<file path="config.mk">
export PLATFORM = sky130hd
export DESIGN_NAME = l2pa_sched_ctrl_flat
export DESIGN_NICKNAME = d
export VERILOG_FILES = /design/src/rtl/l2pa_sched_if.sv /design/src/rtl/l2pa_sched_ctrl.sv /design/src/flat_wrapper.sv
export SDC_FILE = /design/constraint.sdc
export NUM_CORES = 1
export LEC_CHECK = 0
export BUFFER_PORTS_ARGS = -buffer_cell sky130_fd_sc_hd__buf_2
export CORE_AREA = 5 5 102 104
export DETAILED_ROUTE_END_ITERATION = 10
export DIE_AREA = 0 0 107 109
export PLACE_DENSITY = 0.79
export SYNTH_ARGS = -nofsm -noshare
export SYNTH_HDL_FRONTEND = slang
export SYNTH_SLANG_ARGS = --single-unit
</file>
<file path="constraint.sdc">
create_clock -name sys_clk -period 2.4 [get_ports sys_clk]
set_clock_uncertainty 0.15 [all_clocks]
set_input_delay 0.24 -clock sys_clk [delete_from_list [all_inputs] [get_ports sys_clk]]
set_output_delay 0.24 -clock sys_clk [all_outputs]
set_load 0.02 [all_outputs]
</file>
<file path="src/rtl/l2pa_sched_if.sv">
// L2PA-side bundle of the layer scheduler: shift-ROM load/address, permutation mode and beat handshake.
interface l2pa_sched_if #(
    parameter int SHIFT_LENGTH = 255,
    parameter int LAYER_W      = 4
);
    logic [SHIFT_LENGTH-1:0] shiftROM_load_en_o;
    logic [LAYER_W-1:0]      rom_layer_o;
    logic                    isMsgPass_o;
    logic                    l2pa_valid_o;
    logic                    l2pa_ready_i;

    modport master (
        output shiftROM_load_en_o,
        output rom_layer_o,
        output isMsgPass_o,
        output l2pa_valid_o,
        input  l2pa_ready_i
    );

    modport slave (
        input  shiftROM_load_en_o,
        input  rom_layer_o,
        input  isMsgPass_o,
        input  l2pa_valid_o,
        output l2pa_ready_i
    );
endinterface

</file>
<file path="src/rtl/l2pa_sched_ctrl.sv">
// Layer scheduler for one L2PA instance: per layer a shift-ROM load, then a handshaked permutation phase.
// Build option L2PA_SCHED_LOAD_ALL_EN: load all ROM columns in a single cycle instead of a one-hot walk.
//
// state  | meaning
// S_IDLE | waiting for start_i with a nonzero layer count
// S_LOAD | loading shift-ROM columns for the current layer
// S_PERM | V2C/C2V permutation, PERM_BEATS accepted beats
// S_DONE | one-cycle completion pulse, then back to idle
module l2pa_sched_ctrl #(
    parameter int SHIFT_LENGTH = 255,
    parameter int PERM_BEATS   = 4,
    parameter int LAYER_W      = 4
) (
    input  logic               sys_clk,
    input  logic               rstn,
    input  logic               start_i,
    input  logic [LAYER_W-1:0] layer_num_i,
    input  logic               abort_i,
    output logic               busy_o,
    output logic               done_o,
    l2pa_sched_if.master       l2pa
);
    localparam int COL_W  = (SHIFT_LENGTH > 1) ? $clog2(SHIFT_LENGTH) : 1;
    localparam int BEAT_W = (PERM_BEATS > 1) ? $clog2(PERM_BEATS) : 1;

    typedef enum logic [1:0] {S_IDLE, S_LOAD, S_PERM, S_DONE} state_t;

    state_t             r_state, w_state_nxt;
    logic [COL_W-1:0]   r_col, w_col_nxt;
    logic [BEAT_W-1:0]  r_beat, w_beat_nxt;
    logic [LAYER_W-1:0] r_layer, w_layer_nxt;
    logic [LAYER_W-1:0] r_layer_num, w_layer_num_nxt;
    logic               w_col_last, w_beat_last, w_layer_last;

    always_ff @(posedge sys_clk or negedge rstn) begin
        if (!rstn) begin
            r_state     <= S_IDLE;
            r_col       <= '0;
            r_beat      <= '0;
            r_layer     <= '0;
            r_layer_num <= '0;
        end else begin
            r_state     <= w_state_nxt;
            r_col       <= w_col_nxt;
            r_beat      <= w_beat_nxt;
            r_layer     <= w_layer_nxt;
            r_layer_num <= w_layer_num_nxt;
        end
    end

`ifdef L2PA_SCHED_LOAD_ALL_EN
    assign w_col_last = 1'b1;
`else
    assign w_col_last = (r_col == COL_W'(SHIFT_LENGTH - 1));
`endif
    assign w_beat_last  = (r_beat == BEAT_W'(PERM_BEATS - 1));
    // r_layer_num is never zero outside idle, so the subtraction cannot wrap here.
    assign w_layer_last = (r_layer == r_layer_num - LAYER_W'(1));

    always_comb begin
        w_state_nxt     = r_state;
        w_col_nxt       = r_col;
        w_beat_nxt      = r_beat;
        w_layer_nxt     = r_layer;
        w_layer_num_nxt = r_layer_num;
        case (r_state)
            S_IDLE: begin
                if (start_i && (layer_num_i != '0)) begin
                    w_layer_num_nxt = layer_num_i;
                    w_layer_nxt     = '0;
                    w_col_nxt       = '0;
                    w_beat_nxt      = '0;
                    w_state_nxt     = S_LOAD;
                end
            end
            S_LOAD: begin
                if (w_col_last) begin
                    w_col_nxt   = '0;
                    w_state_nxt = S_PERM;
                end else begin
                    w_col_nxt = r_col + COL_W'(1);
                end
            end
            S_PERM: begin
                if (l2pa.l2pa_ready_i) begin
                    if (w_beat_last) begin
                        w_beat_nxt = '0;
                        if (w_layer_last) begin
                            w_state_nxt = S_DONE;
                        end else begin
                            w_layer_nxt = r_layer + LAYER_W'(1);
                            w_state_nxt = S_LOAD;
                        end
                    end else begin
                        w_beat_nxt = r_beat + BEAT_W'(1);
                    end
                end
            end
            S_DONE: begin
                w_layer_nxt     = '0;
                w_layer_num_nxt = '0;
                w_state_nxt     = S_IDLE;
            end
            default: w_state_nxt = S_IDLE;
        endcase
        if (abort_i) begin
            w_state_nxt     = S_IDLE;
            w_col_nxt       = '0;
            w_beat_nxt      = '0;
            w_layer_nxt     = '0;
            w_layer_num_nxt = '0;
        end
    end

`ifdef L2PA_SCHED_LOAD_ALL_EN
    assign l2pa.shiftROM_load_en_o = (r_state == S_LOAD) ? '1 : '0;
`else
    assign l2pa.shiftROM_load_en_o = (r_state == S_LOAD) ? (SHIFT_LENGTH'(1) << r_col) : '0;
`endif
    assign l2pa.rom_layer_o  = r_layer;
    assign l2pa.isMsgPass_o  = (r_state == S_PERM);
    assign l2pa.l2pa_valid_o = (r_state == S_PERM);
    assign busy_o            = (r_state != S_IDLE);
    assign done_o            = (r_state == S_DONE);
endmodule

</file>
<file path="src/flat_wrapper.sv">
// flat-port wrapper written by rule: the top's interface ports become plain ports
module l2pa_sched_ctrl_flat 
#(
    parameter int SHIFT_LENGTH = 255,
    parameter int PERM_BEATS   = 4,
    parameter int LAYER_W      = 4
)
  (sys_clk, rstn, start_i, layer_num_i, abort_i, busy_o, done_o, l2pa_shiftROM_load_en_o, l2pa_rom_layer_o, l2pa_isMsgPass_o, l2pa_l2pa_valid_o, l2pa_l2pa_ready_i);
  l2pa_sched_if #(.SHIFT_LENGTH(SHIFT_LENGTH), .LAYER_W(LAYER_W)) l2pa_i ();
  input  logic sys_clk;
  input  logic rstn;
  input  logic start_i;
  input  logic [LAYER_W-1:0] layer_num_i;
  input  logic abort_i;
  output logic busy_o;
  output logic done_o;
  output wire logic [$bits(l2pa_i.shiftROM_load_en_o)-1:0] l2pa_shiftROM_load_en_o;
  output wire logic [$bits(l2pa_i.rom_layer_o)-1:0] l2pa_rom_layer_o;
  output wire logic [$bits(l2pa_i.isMsgPass_o)-1:0] l2pa_isMsgPass_o;
  output wire logic [$bits(l2pa_i.l2pa_valid_o)-1:0] l2pa_l2pa_valid_o;
  input wire logic [$bits(l2pa_i.l2pa_ready_i)-1:0] l2pa_l2pa_ready_i;
  assign l2pa_shiftROM_load_en_o = l2pa_i.shiftROM_load_en_o;
  assign l2pa_rom_layer_o = l2pa_i.rom_layer_o;
  assign l2pa_isMsgPass_o = l2pa_i.isMsgPass_o;
  assign l2pa_l2pa_valid_o = l2pa_i.l2pa_valid_o;
  assign l2pa_i.l2pa_ready_i = l2pa_l2pa_ready_i;
  l2pa_sched_ctrl #(.SHIFT_LENGTH(SHIFT_LENGTH), .PERM_BEATS(PERM_BEATS), .LAYER_W(LAYER_W)) u_core (.sys_clk(sys_clk), .rstn(rstn), .start_i(start_i), .layer_num_i(layer_num_i), .abort_i(abort_i), .busy_o(busy_o), .done_o(done_o), .l2pa(l2pa_i));
endmodule
</file>
==> flow_metrics.env <==
export IMPL_status="finished clean"
export IMPL_synth_seq_cells=20
export IMPL_path_depth=6
export IMPL_timing_final_max_slew_violations=0
export IMPL_hpwlAfterDp_um=12300
export IMPL_n_antenna_cell=0
export IMPL_synth_xor_area_share=0.0233
export IMPL_fp_dieW_um=107
export IMPL_synth_top_cell_by_area="nor2_1"
export IMPL_hold_start="abort_i"
export IMPL_timing_max_cap_violations=0
export IMPL_crit_required_ns=2.01
export IMPL_fin_cells=918
export IMPL_avgSynthCellArea_um2=5.62
export IMPL_finalWorstSetupSlack_ns=0.00227
export IMPL_detailedPlace_worstSlack_ns=0.126
export IMPL_cts_root_buf="clkbuf_8"
export IMPL_worst_pin_slew_ns=0.635
export IMPL_grt_pass1_wl_um=23400
export IMPL_antenna_found_initial=0
export IMPL_reg2reg_depth=5
export IMPL_synth_warnings=0
export IMPL_rrSetupSlack_ns=0.42
export IMPL_synth_adder_area_share=0.0375
export IMPL_synth_edf_count=0
export IMPL_irDropWorstVdd_v=0.000204
export IMPL_syn_nets=552
export IMPL_grt_overflow_total=0
export IMPL_final_hold_viol_count=0
export IMPL_holdPathEnd="u_core.r_layer_num[0]"
export IMPL_synth_top_family_by_area="simple AND/OR/NAND/NOR gates"
export IMPL_path_delay_family="simple AND/OR/NAND/NOR gates"
export IMPL_place_congestion=0.927
export IMPL_period_minus_slack_ns=2.40
export IMPL_timing_rr_start="u_core.r_state[1]"
export IMPL_critPathMaxStageDelay_ns=0.45
export IMPL_criticalPathCategory="reg2out"
export IMPL_portBuffers=271
export IMPL_ys_types=49
export IMPL_die_area_mm2=0.0117
export IMPL_synth_area_leaders="nor2_1, dfrtp_1, nand2_1"
export IMPL_nets=823
export IMPL_clkTransAtPathRegs_ns=0.08
export IMPL_worstPathMaxFanout=4
export IMPL_ant_nets=0
export IMPL_worstSkewPairLatency_ns=0.27
export IMPL_cp_common_cell="ha_1"
export IMPL_numCtsBuffers=3
export IMPL_fp_row_count=36
export IMPL_via_per_inst=5.11
export IMPL_core_mm2=0.00946
export IMPL_grt_start_max_net_pins=39
export IMPL_wl_per_cell_um=17.5
export IMPL_synthToLayoutAreaGrowth_pct=60.9
export IMPL_setup_viol=0
export IMPL_synth_compound_area_frac=0.104
export IMPL_slew_limit_headroom=0.571
export IMPL_ios=272
export IMPL_timing_final_crit_share=0.999
export IMPL_critical_path_n_buffers_inverters=1
export IMPL_synth_mux_area_frac=0.00667
export IMPL_worstPathCellList="ha_1, ha_1, or3b_2, or2_4, nor2_1, buf_2"
export IMPL_h_tree_depth=1
export IMPL_fmax_ghz=0.417
export IMPL_worstSetupStartpointType="flip-flop"
export IMPL_synthSimpleGateAreaFrac=0.578
export IMPL_synthCells=534
export IMPL_synth_area_mm2=0.00300
export IMPL_slowest_stage="or3b_2"
export IMPL_yosysSeqAreaShare=0.167
export IMPL_drc=0
export IMPL_drive_above_1_share=0.464
export IMPL_fill_cells=1010
export IMPL_tritoncts="done"
export IMPL_wl_um=16100
export IMPL_clock_sinks=20
export IMPL_synth_main_ff_cell="dfrtp_1"
export IMPL_synth_async_reset_ratio=1.00
export IMPL_grt_pass1_vias=4116
export IMPL_rr_endpoint="u_core.r_col[5]"
export IMPL_hold_depth=2
export IMPL_die_h_um=109
export IMPL_synth_top_area_frac=0.315
export IMPL_drt_pass1_iter_count=5
export IMPL_vias=4695
export IMPL_critPathCaptureType="output port"
export IMPL_place_inst=906
export IMPL_rsz0062_at_grt="yes"
export IMPL_hold_class="in2reg"
export IMPL_worst_endpoint_arrival_ns=2.01
export IMPL_track_usage=0.254
export IMPL_p_leak_nw=2.59
export IMPL_power_density_mw_per_mm2=218
export IMPL_ctsLongestPathBuffers=2
export IMPL_start_util=0.317
export IMPL_drtIter0Drc=598
registers in the layout, indices dropped and copies added, names as in the netlist:
signal and flops:
u_core.l2pa.rom_layer_o 4, u_core.r_state 2, u_core.r_layer_num 4, u_core.r_col 8
u_core.r_beat 2
cells in the final DEF, fill, tap and decap left out, drive strengths merged, types with 2 or more instances in the layout:
master and count:
or2 24, or4 3, ha 9, and2 3
nand4b 2, nor2 252, nand2 40, xor2 6
clkbuf 5, or3 2, or3b 3, a22oi 4
o31ai 6, inv 11, mux2i 2, buf 310
o21ai 12, nand4 9, dfrtp 20, nand3b 4
and3 3, nand3 19, a31oi 3, nor3 18
a21oi 8, xnor2 2, nor4 3, nor2b 7
where the power goes:
part | switching (W) | leakage [nW] | internal (W) | total, W
clock | 0.000125 | 0.0288 | 0.000146 | 0.000271
combinational | 0.000261 | 2.30 | 0.000142 | 0.000402
sequential | 0.0000238 | 0.269 | 0.000356 | 0.000379
total | 0.000409 | 2.59 | 0.000644 | 0.00105
worst register-to-register path, delay by kind of cell, from the launching register on:
| kind | cells | cell delay [ns] |
|---|---|---|
| AOI/OAI and AO/OA | 2 | 0.56 |
| buffers and inverters | 1 | 0.25 |
| DFF | 1 | 0.48 |
| and+or+nand+nor | 2 | 0.41 |
logic make-up after synthesis:
logic type / count (synthesis)
buffers and inverters: 57
adders and majority gates: 9
xor gates and xnor gates: 8
DFF: 20
AOI/OAI and AO/OA: 42
and+or+nand+nor: 396
muxes: 2
stage by stage:
step / area, um2 / hold WS [ns] / power (W) / util / TNS [ns]
after floorplan: 3000 / -0.206 / 0.000652 / - / 0
after global placement: 4570 / 0.0623 / 0.000763 / 0.483 / 0
after detailed placement: 4570 / 0.0644 / 0.000771 / 0.483 / 0
after CTS: 4680 / 0.183 / 0.00104 / 0.495 / 0
after global routing: 4830 / 0.191 / 0.00111 / 0.511 / -0.473
final: 4830 / 0.182 / 0.00105 / 0.511 / 0
final cells by class:
type	instances	area, um2	area share
clock buffers	4	55.1	0.0114
inverters	11	41.3	0.00854
multi-input cells	457	2370	0.490
flip-flops and latches	20	505	0.105
well taps	114	143	0.0295
repair buffers	312	1720	0.356
how the worst max path moves through the flow:
stage | start | to | slack (ns)
finish | u_core.r_col[1] | l2pa_shiftROM_load_en_o[7] | 0.002
global placement | u_core.r_col[1] | l2pa_shiftROM_load_en_o[135] | 0.17
detailed placement | u_core.r_col[1] | l2pa_shiftROM_load_en_o[135] | 0.13
CTS | u_core.r_col[0] | l2pa_shiftROM_load_en_o[86] | 0.007
global route | u_core.r_col[1] | l2pa_shiftROM_load_en_o[71] | -0.08
floorplan | u_core.r_col[0] | l2pa_shiftROM_load_en_o[135] | 0.07
synthesized netlist by cell type (2+ instances only):
master,instances
o31ai_1,6
or4_1,3
mux2i_1,2
nand4_1,9
nor2b_1,7
or2_2,23
nor3_1,18
xor2_1,6
xnor2_1,2
buf_1,5
dfrtp_1,20
inv_1,11
nand3b_1,4
o21ai_0,11
nand2_1,40
nand4b_1,2
or3_1,2
and3_1,3
buf_4,3
nor2_1,252
a21oi_1,8
clkbuf_1,25
and2_1,3
a22oi_1,4
buf_2,10
ha_1,9
nor4_1,3
clkbuf_4,2
a31oi_1,3
nand3_1,19
timing repair:
action,in CTS,in global routing
hold buffers,1,0
setup buffers,4,3
pin swaps,0,1
endpoints found under the hold margin,20,0
resized for setup,10,36
endpoints found under the setup margin,57,113
layer usage:
layer | global-route usage | up-vias | part of all wire | wire (um)
met1 | 0.320 | 2164 | 0.40 | 6400
met3 | 0.0728 | 20 | 0.10 | 1620
met5 | 0 | - | 0 | 0
met2 | 0.428 | 246 | 0.49 | 7800
met4 | 0.0630 | 0 | 0.015 | 239
li1 | - | 2265 | - | -
No activity file was read; power rests on OpenSTA's default activity.
